**config.mk**
```make
export PLATFORM = sky130hd
export DESIGN_NAME = i2s_tx_master_flat
export DESIGN_NICKNAME = d
export VERILOG_FILES = /design/src/rtl/i2s_tx_master_if.sv /design/src/rtl/i2s_tx_master.sv /design/src/flat_wrapper.sv
export SDC_FILE = /design/constraint.sdc
export NUM_CORES = 1
export LEC_CHECK = 0
export BUFFER_PORTS_ARGS = -buffer_cell sky130_fd_sc_hd__buf_2
export CORE_ASPECT_RATIO = 0.6
export CORE_MARGIN = 2
export CORE_UTILIZATION = 42
export CTS_BUF_LIST = sky130_fd_sc_hd__clkbuf_8
export DETAILED_ROUTE_END_ITERATION = 6
export GPL_ROUTABILITY_DRIVEN = 0
export SYNTH_ARGS = -nofsm -noshare
export SYNTH_HDL_FRONTEND = slang
export SYNTH_SLANG_ARGS = --single-unit
```
**constraint.sdc**
```tcl
create_clock -name CLK_AUDIO -period 3.15 [get_ports CLK_AUDIO]
set_input_delay 0 -clock CLK_AUDIO [delete_from_list [all_inputs] [get_ports CLK_AUDIO]]
set_output_delay 0 -clock CLK_AUDIO [all_outputs]
set_load 0.1 [all_outputs]
```
**src/rtl/i2s_tx_master_if.sv**
```systemverilog
// Sample stream into the I2S transmitter: stereo pair plus valid/ready handshake.
// The producer (master) drives the samples; the transmitter (slave) returns ready.
interface i2s_tx_master_if;
  logic signed [15:0] sample_l;
  logic signed [15:0] sample_r;
  logic               sample_valid;
  logic               sample_ready;

  modport master (output sample_l, output sample_r, output sample_valid, input sample_ready);
  modport slave  (input sample_l, input sample_r, input sample_valid, output sample_ready);
endinterface

```
**src/rtl/i2s_tx_master.sv**
```systemverilog
// I2S master transmitter: derives BCLK from CLK_AUDIO and serialises 16-bit stereo frames MSB first.
// A single holding register decouples the producer; the last frame repeats when no new sample arrives.
module i2s_tx_master #(
  parameter int CLK_DIV = 8
) (
  input  logic           CLK_AUDIO,
  input  logic           reset,
  input  logic           enable,
  i2s_tx_master_if.slave smp,
  output logic           i2s_bclk,
  output logic           i2s_ws,
  output logic           i2s_data,
  output logic           frame_start,
  output logic           underrun
);

  localparam int DIV_W = (CLK_DIV > 1) ? $clog2(CLK_DIV) : 1;
  localparam logic [DIV_W-1:0] DIV_LAST = DIV_W'(CLK_DIV - 1);

  logic [DIV_W-1:0]   div;
  logic [4:0]         n;
  logic               hold_full;
  logic signed [15:0] hold_l;
  logic signed [15:0] hold_r;
  logic signed [15:0] cur_l;
  logic signed [15:0] cur_r;
  logic               tick;
  logic               fall;
  logic               latch;
  logic               xfer;

  // Bit driven at falling edge idx belongs to position idx-1, so ws leads data by one BCLK.
  function automatic logic pick_bit(input logic [4:0] idx,
                                    input logic signed [15:0] l,
                                    input logic signed [15:0] r);
    logic [4:0] p;
    logic [3:0] b;
    p = idx - 5'd1;
    b = 4'd15 - p[3:0];
    return p[4] ? r[b] : l[b];
  endfunction

  assign smp.sample_ready = ~hold_full & ~reset;
  assign xfer  = smp.sample_valid & smp.sample_ready;
  assign tick  = enable && (div == DIV_LAST);
  assign fall  = tick && i2s_bclk;
  assign latch = fall && (n == 5'd0);

  // Divider, serialiser and frame/holding control
  always_ff @(posedge CLK_AUDIO) begin
    if (reset) begin
      div         <= '0;
      n           <= 5'd0;
      i2s_bclk    <= 1'b0;
      i2s_ws      <= 1'b0;
      i2s_data    <= 1'b0;
      frame_start <= 1'b0;
      underrun    <= 1'b0;
      hold_full   <= 1'b0;
      cur_l       <= '0;
      cur_r       <= '0;
    end else begin
      if (!enable) begin
        div         <= '0;
        n           <= 5'd0;
        i2s_bclk    <= 1'b0;
        i2s_ws      <= 1'b0;
        i2s_data    <= 1'b0;
        frame_start <= 1'b0;
        underrun    <= 1'b0;
      end else begin
        div <= tick ? '0 : div + DIV_W'(1);
        if (tick) i2s_bclk <= ~i2s_bclk;
        if (fall) begin
          i2s_ws   <= n[4];
          i2s_data <= pick_bit(n, cur_l, cur_r);
          n        <= n + 5'd1;
        end
        frame_start <= latch;
        underrun    <= latch & ~hold_full & ~xfer;
      end

      // The latch edge reads the old cur_r LSB above before cur is replaced here.
      if (latch) begin
        if (hold_full) begin
          cur_l     <= hold_l;
          cur_r     <= hold_r;
          hold_full <= 1'b0;
        end else if (xfer) begin
          cur_l <= smp.sample_l;
          cur_r <= smp.sample_r;
        end
      end else if (xfer) begin
        hold_full <= 1'b1;
      end
    end
  end

  // Holding data carries no reset; hold_full alone qualifies it
  always_ff @(posedge CLK_AUDIO) begin
    if (xfer && !latch) begin
      hold_l <= smp.sample_l;
      hold_r <= smp.sample_r;
    end
  end

endmodule

```
**src/flat_wrapper.sv**
```systemverilog
// flat-port wrapper written by rule: the top's interface ports become plain ports
module i2s_tx_master_flat 
#(
  parameter int CLK_DIV = 8
)
  (CLK_AUDIO, reset, enable, i2s_bclk, i2s_ws, i2s_data, frame_start, underrun, smp_sample_l, smp_sample_r, smp_sample_valid, smp_sample_ready);
  i2s_tx_master_if smp_i ();
  input  logic CLK_AUDIO;
  input  logic reset;
  input  logic enable;
  output logic i2s_bclk;
  output logic i2s_ws;
  output logic i2s_data;
  output logic frame_start;
  output logic underrun;
  input wire logic [$bits(smp_i.sample_l)-1:0] smp_sample_l;
  input wire logic [$bits(smp_i.sample_r)-1:0] smp_sample_r;
  input wire logic [$bits(smp_i.sample_valid)-1:0] smp_sample_valid;
  output wire logic [$bits(smp_i.sample_ready)-1:0] smp_sample_ready;
  assign smp_i.sample_l = smp_sample_l;
  assign smp_i.sample_r = smp_sample_r;
  assign smp_i.sample_valid = smp_sample_valid;
  assign smp_sample_ready = smp_i.sample_ready;
  i2s_tx_master #(.CLK_DIV(CLK_DIV)) u_core (.CLK_AUDIO(CLK_AUDIO), .reset(reset), .enable(enable), .smp(smp_i), .i2s_bclk(i2s_bclk), .i2s_ws(i2s_ws), .i2s_data(i2s_data), .frame_start(frame_start), .underrun(underrun));
endmodule
```
======== Word-level counts from Yosys, hierarchy flattened ========
Index checks and enable logic that the tools add are counted.
storage, ports and cells
  word-level logic and storage cells ...... 47
  bits of input ports ..................... 36
  flip-flop bits (word level) ............. 78
  output and inout bits ................... 6
operators by class
  multiplexer cells ....................... 9
  order comparisons ....................... 1
  reduce and logical (&&, ||, !) cells .... 11
  add/subtract/negate cells ............... 4
  bitwise gates (word level) .............. 9
  equal/unequal tests ..................... 1
operator list
  cell                                                                  number
  16-bit 2-to-1 mux                                                     4
  1-bit binary-select mux with 4-bit select                             2
  5-bit by 1-bit adder with 5-bit output, second input constant         1
  5-bit logical NOT                                                     1
  4-bit by 5-bit < comparator with 1-bit output, second input constant  1
  1-bit inverter                                                        5
  5-bit by 1-bit subtractor with 5-bit output, second input constant    1
  1-bit AND                                                             4
  1-bit logical AND                                                     4
  2-bit OR reduction                                                    2
  4-bit subtractor, first input constant                                1
  3-bit by 1-bit adder with 3-bit output, second input constant         1
  3-bit equality test, second input constant                            1
  1-bit 2-to-1 mux                                                      3
  3-bit OR reduction                                                    1
  2-bit AND reduction                                                   1
  2-bit nonzero test                                                    1
  1-bit logical NOT                                                     1

======== Logic depth before layout (Yosys ltp) ========
  depth in word-level cells ............... 6
  gate-level depth with buffers ........... 9
  gate-level depth less buffers ........... 7

======== Least setup slack after synthesis ========
OpenSTA, ideal clock, no wires.
  kind .................................... flip-flop to flip-flop
  start ................................... register u_core.hold_full
  end ..................................... register u_core.hold_l[0] (enable)
  buffers on the path ..................... 1
  cell stages (with the launch flop) ...... 4
  library setup time ...................... 392 ps
  clock period less this slack ............ 3192 ps
  data arrival time ....................... 2800 ps
  required time ........................... 2758 ps
  setup slack ............................. -42 ps
  cell sequence ........................... dfxtp_1 -> buf_2 -> nor2_1 -> and3_1
on the way
  cells in the longest elaborated chain, start to end .. 4
RTL lines
  element                     line                  RTL
  start, declared             i2s_tx_master.sv:22   logic hold_full;
  start signal, assigned      i2s_tx_master.sv:59   hold_full <= 1'b0;
  start signal, assigned      i2s_tx_master.sv:88   hold_full <= 1'b0;
  start signal, assigned      i2s_tx_master.sv:94   hold_full <= 1'b1;
  1-bit inverter              i2s_tx_master.sv:43   assign smp.sample_ready = ~hold_full & ~reset;
  1-bit AND                   i2s_tx_master.sv:43
  named net smp_sample_ready  flat_wrapper.sv:19    output wire logic [$bits(smp_i.sample_ready)-1:0] smp_sample_ready;
  1-bit AND                   i2s_tx_master.sv:44   assign xfer = smp.sample_valid & smp.sample_ready;
  1-bit logical AND           i2s_tx_master.sv:101  if (xfer && !latch) begin
  end signal, assigned        i2s_tx_master.sv:102  hold_l <= smp.sample_l;
  end, declared               i2s_tx_master.sv:23   logic signed [15:0] hold_l;
The timed path passes the listed nets, and every way through them passes these cells.
A chain may end at the register's enable or synchronous reset.

======== Final worst setup path ========
  start ................................... register u_core.div[0]
  end ..................................... register u_core.cur_r[15]
on the way
  cells in the longest elaborated chain, start to end .. 5
RTL lines
  element                               line                 RTL
  start, declared                       i2s_tx_master.sv:20  logic [DIV_W-1:0] div;
  start signal, assigned                i2s_tx_master.sv:72  div <= tick ? '0 : div + DIV_W'(1);
  3-bit equality test                   i2s_tx_master.sv:45  assign tick = enable && (div == DIV_LAST);
  1-bit logical AND                     i2s_tx_master.sv:45
  1-bit logical AND                     i2s_tx_master.sv:46  assign fall = tick && i2s_bclk;
  1-bit logical AND                     i2s_tx_master.sv:47  assign latch = fall && (n == 5'd0);
  2-bit AND reduction (no source line)  n/a
  end signal, assigned                  i2s_tx_master.sv:87  cur_r <= hold_r;
  end signal, assigned                  i2s_tx_master.sv:91  cur_r <= smp.sample_r;
  end, declared                         i2s_tx_master.sv:26  logic signed [15:0] cur_r;
No other way between the ends.

==> flow_metrics.tcl <==
set metrics [dict create \
    synth-seq-cells 78 \
    synthDistinctLibCells 38 \
    end_kind "flop" \
    ant_nets 0 \
    hold_viol 0 \
    synthMuxAreaShare_pct 16.1 \
    die-width_um 122 \
    total_power_uw 1950 \
    gr-total-overflow 0 \
    synth_compound_gate_area_share_pct 13.1 \
    rsz0062_at_grt "no" \
    tightest_slew_ns 0.578 \
    numClockSinks 78 \
    maxCapViolCount 0 \
    cp.arrival_ns 2.81 \
    cts_resized 0 \
    drc 0 \
    powerDensity_nw_per_um2 453 \
    cts_setup_buffers 0 \
    irDropWorstVdd_v 0.000308 \
    track_usage_pct 16.7 \
    wl_um 6760 \
    max_stage_delay_ns 0.56 \
    final.setup.tns_ns 0 \
    synth-seq-area-share_pct 53.8 \
    final_nets 387 \
    grt_max_degree 38 \
    cp-start-kind "flop" \
    internal_power_uw 1520 \
    switching_share_pct 22.1 \
    finalCritPeriodShare_pct 80.3 \
    critical_path_class "flop to flop" \
    final_common_cell "dfxtp_1" \
    rows 25 \
    postSynthAreaPerCell_um2 12.6 \
    cts_buffers 9 \
    leakagePower_uw 0.00154 \
    synth-xor-area-share_pct 1.25 \
    fmax_ghz 0.395 \
    ctsHoldBuffers 34 \
    final_util_pct 54.0 \
    drive_above_1_share_pct 29.5 \
    root_buffer "clkbuf_8" \
    fillCellCount 687 \
    top_level_ports 42 \
    antenna_found_initial 0 \
    clkPwrFrac_pct 37.2 \
    synth-simple-area-share_pct 10.4 \
    hpwlAfterDp_um 4240 \
    cts_tree "done" \
    dieArea_um2 9100 \
    final_cell_mix "dfxtp_1 (45), nor2_1 (41), buf_2 (41), mux2i_1 (36), dlygate4sd3_1 (34)" \
    drt_iter0_markers 85 \
    crit_fanout 27 \
    yosysWarnings 0 \
    vias_per_cell 4.95 \
    synth_adder_area_share_pct 1.43 \
    grt_pass1_wl_um 11300 \
    clkSlewWorstSetupHoldPaths_ns 0.08 \
    cp_top_family "simple AND/OR/NAND/NOR gates" \
    maxSlewHeadroom_pct 61.2 \
    firstDrtPassIters 4 \
    fin_skew_ns 0.00674 \
    synth_top_family_by_area "multiplexers" \
    diodes 0 \
    hold_ws_ns 0.250 \
    initial_utilization_pct 43.8 \
    status "completed" \
    core_region_area_um2 7980 \
    vias 2275 \
    h-tree-depth 3 \
    synthesis.nets 317 \
    syn_to_final_growth_pct 23.1 \
    crit_top_cell "ha_1" \
    io_buffers 41 \
    p_sw_uw 432 \
    die_h_um 74.7 \
    crit_required_ns 3.43 \
    post_drt_wl_per_cell_um 14.7 \
    crit_slowest_cell "or4_4" \
    setup_violations 0 \
    first_global_vias 2274 \
    final_max_slew_viol_count 0 \
    combPwrFrac_pct 7.4 \
    fin_crit_ns 2.53 \
    syn_inst 277 \
    cts_buffer_depth 2 \
    critPathBufInv 1 \
    clkLatencyLatePin_ns 0.35 \
    syn_area_um2 3500 \
    path_cells "ha_1 -> ha_1 -> nand3_2 -> or4_4 -> nor2_8 -> buf_4 -> nor2_1 -> a211oi_2" \
    hp-class "input port to flop" \
    pwr-share-seq_pct 55.4 \
]
[Yosys cell counts]
cell | n | area share (%)
buf_4 | 4 | 0.86
nor4b_1 | 1 | 0.25
o21ai_0 | 3 | 0.43
nor3_1 | 4 | 0.57
nand3b_1 | 1 | 0.21
a211oi_1 | 5 | 1.1
nor2b_1 | 1 | 0.18
a311oi_1 | 1 | 0.25
xor2_1 | 2 | 0.50
a21oi_1 | 4 | 0.57
nor2_8 | 1 | 0.57
and3_1 | 2 | 0.36
buf_2 | 2 | 0.29
xnor2_1 | 3 | 0.75
nand3_2 | 1 | 0.29
buf_1 | 1 | 0.11
or4_4 | 1 | 0.32
buf_6 | 3 | 0.97
inv_1 | 4 | 0.43
nor4_1 | 1 | 0.18
nand2_1 | 5 | 0.54
clkbuf_1 | 12 | 1.3
or3_1 | 1 | 0.18
dfxtp_1 | 46 | 26
o221ai_1 | 1 | 0.25
nand2b_1 | 3 | 0.54
edfxtp_1 | 32 | 27
a211oi_2 | 28 | 10
ha_1 | 4 | 1.4
nor2_1 | 42 | 4.5
mux2i_1 | 36 | 10
nand3_1 | 5 | 0.72
and2_1 | 1 | 0.18
mux4_2 | 8 | 5.2
nand4_1 | 2 | 0.36
mux2_2 | 2 | 0.64
nor3b_1 | 2 | 0.43
a221oi_1 | 2 | 0.50
[final cells by class]
cell class,count,area [um2],area share [%]
timing repair buffer,81,603,14.0
sequential,78,1880,43.7
clock buffer,10,138,3.20
inverter,4,15.0,0.349
tap,108,135,3.14
multi-input combinational,173,1480,34.4
clock inverter,6,52.6,1.22
[path summary, 6_finish.rpt]
check | slack, ns | end | from | cells after the start
setup reg to reg | 0.62 | u_core.cur_r[15] | u_core.div[0] | 8
setup / recovery | 0.62 | u_core.cur_r[15] | u_core.div[0] | 8
hold reg to reg | 0.43 | u_core.div[0] | u_core.div[0] | 1
hold / removal | 0.25 | u_core.n[1] | reset | 3
[cells by family (layout without fill, tap and decap cells)]
kind of cell,Yosys count,in the layout
flops,78,78
simple gates,74,74
mux,46,46
compound gates,44,44
buf+inv,26,101
xor+xnor,5,5
fa+ha+maj,4,4
[metrics by stage]
| stage | instances | cell area [um2] | worst slack (ns) |
|---|---|---|---|
| 2_1_floorplan | 277 | 3500 | 0.392 |
| 3_3_place_gp | 410 | 3780 | 0.707 |
| 3_5_place_dp | 410 | 3780 | 0.613 |
| 4_1_cts | 460 | 4310 | 0.610 |
| 5_1_grt | 460 | 4310 | 0.398 |
| 6_report | 460 | 4310 | 0.621 |
[flip-flops by register name, indices dropped and copies added (netlist names)]
name                count
u_core.i2s_data         1
u_core.div              3
u_core.hold_full        1
u_core.frame_start      1
u_core.cur_l           16
u_core.i2s_ws           1
u_core.n                5
u_core.underrun         1
u_core.cur_r           16
u_core.i2s_bclk         1
u_core.hold_l          16
u_core.hold_r          16
[power groups by stage]
stage,Combinational [uW],Clock (uW),Sequential (uW)
floorplan,75.7,0,1100
global placement,114,0,1110
detailed placement,114,0,1110
finish,144,725,1080
global route,158,791,1080
CTS,147,752,1080
[per-layer routing]
layer	routed length [um]	global-route usage, %
met5	0	0
met1	3460	23.1
met2	2910	24.8
met3	297	5.00
met4	91	6.77
[worst register-to-register path, cell delays in order (launching register included)]
cell and delay, ns:
dfxtp_1 0.34, ha_1 0.16, ha_1 0.30, nand3_2 0.16, or4_4 0.56, nor2_8 0.41, buf_4 0.27, nor2_1 0.07
a211oi_2 0.18
Note: power is estimated with default switching activity, not from simulation.
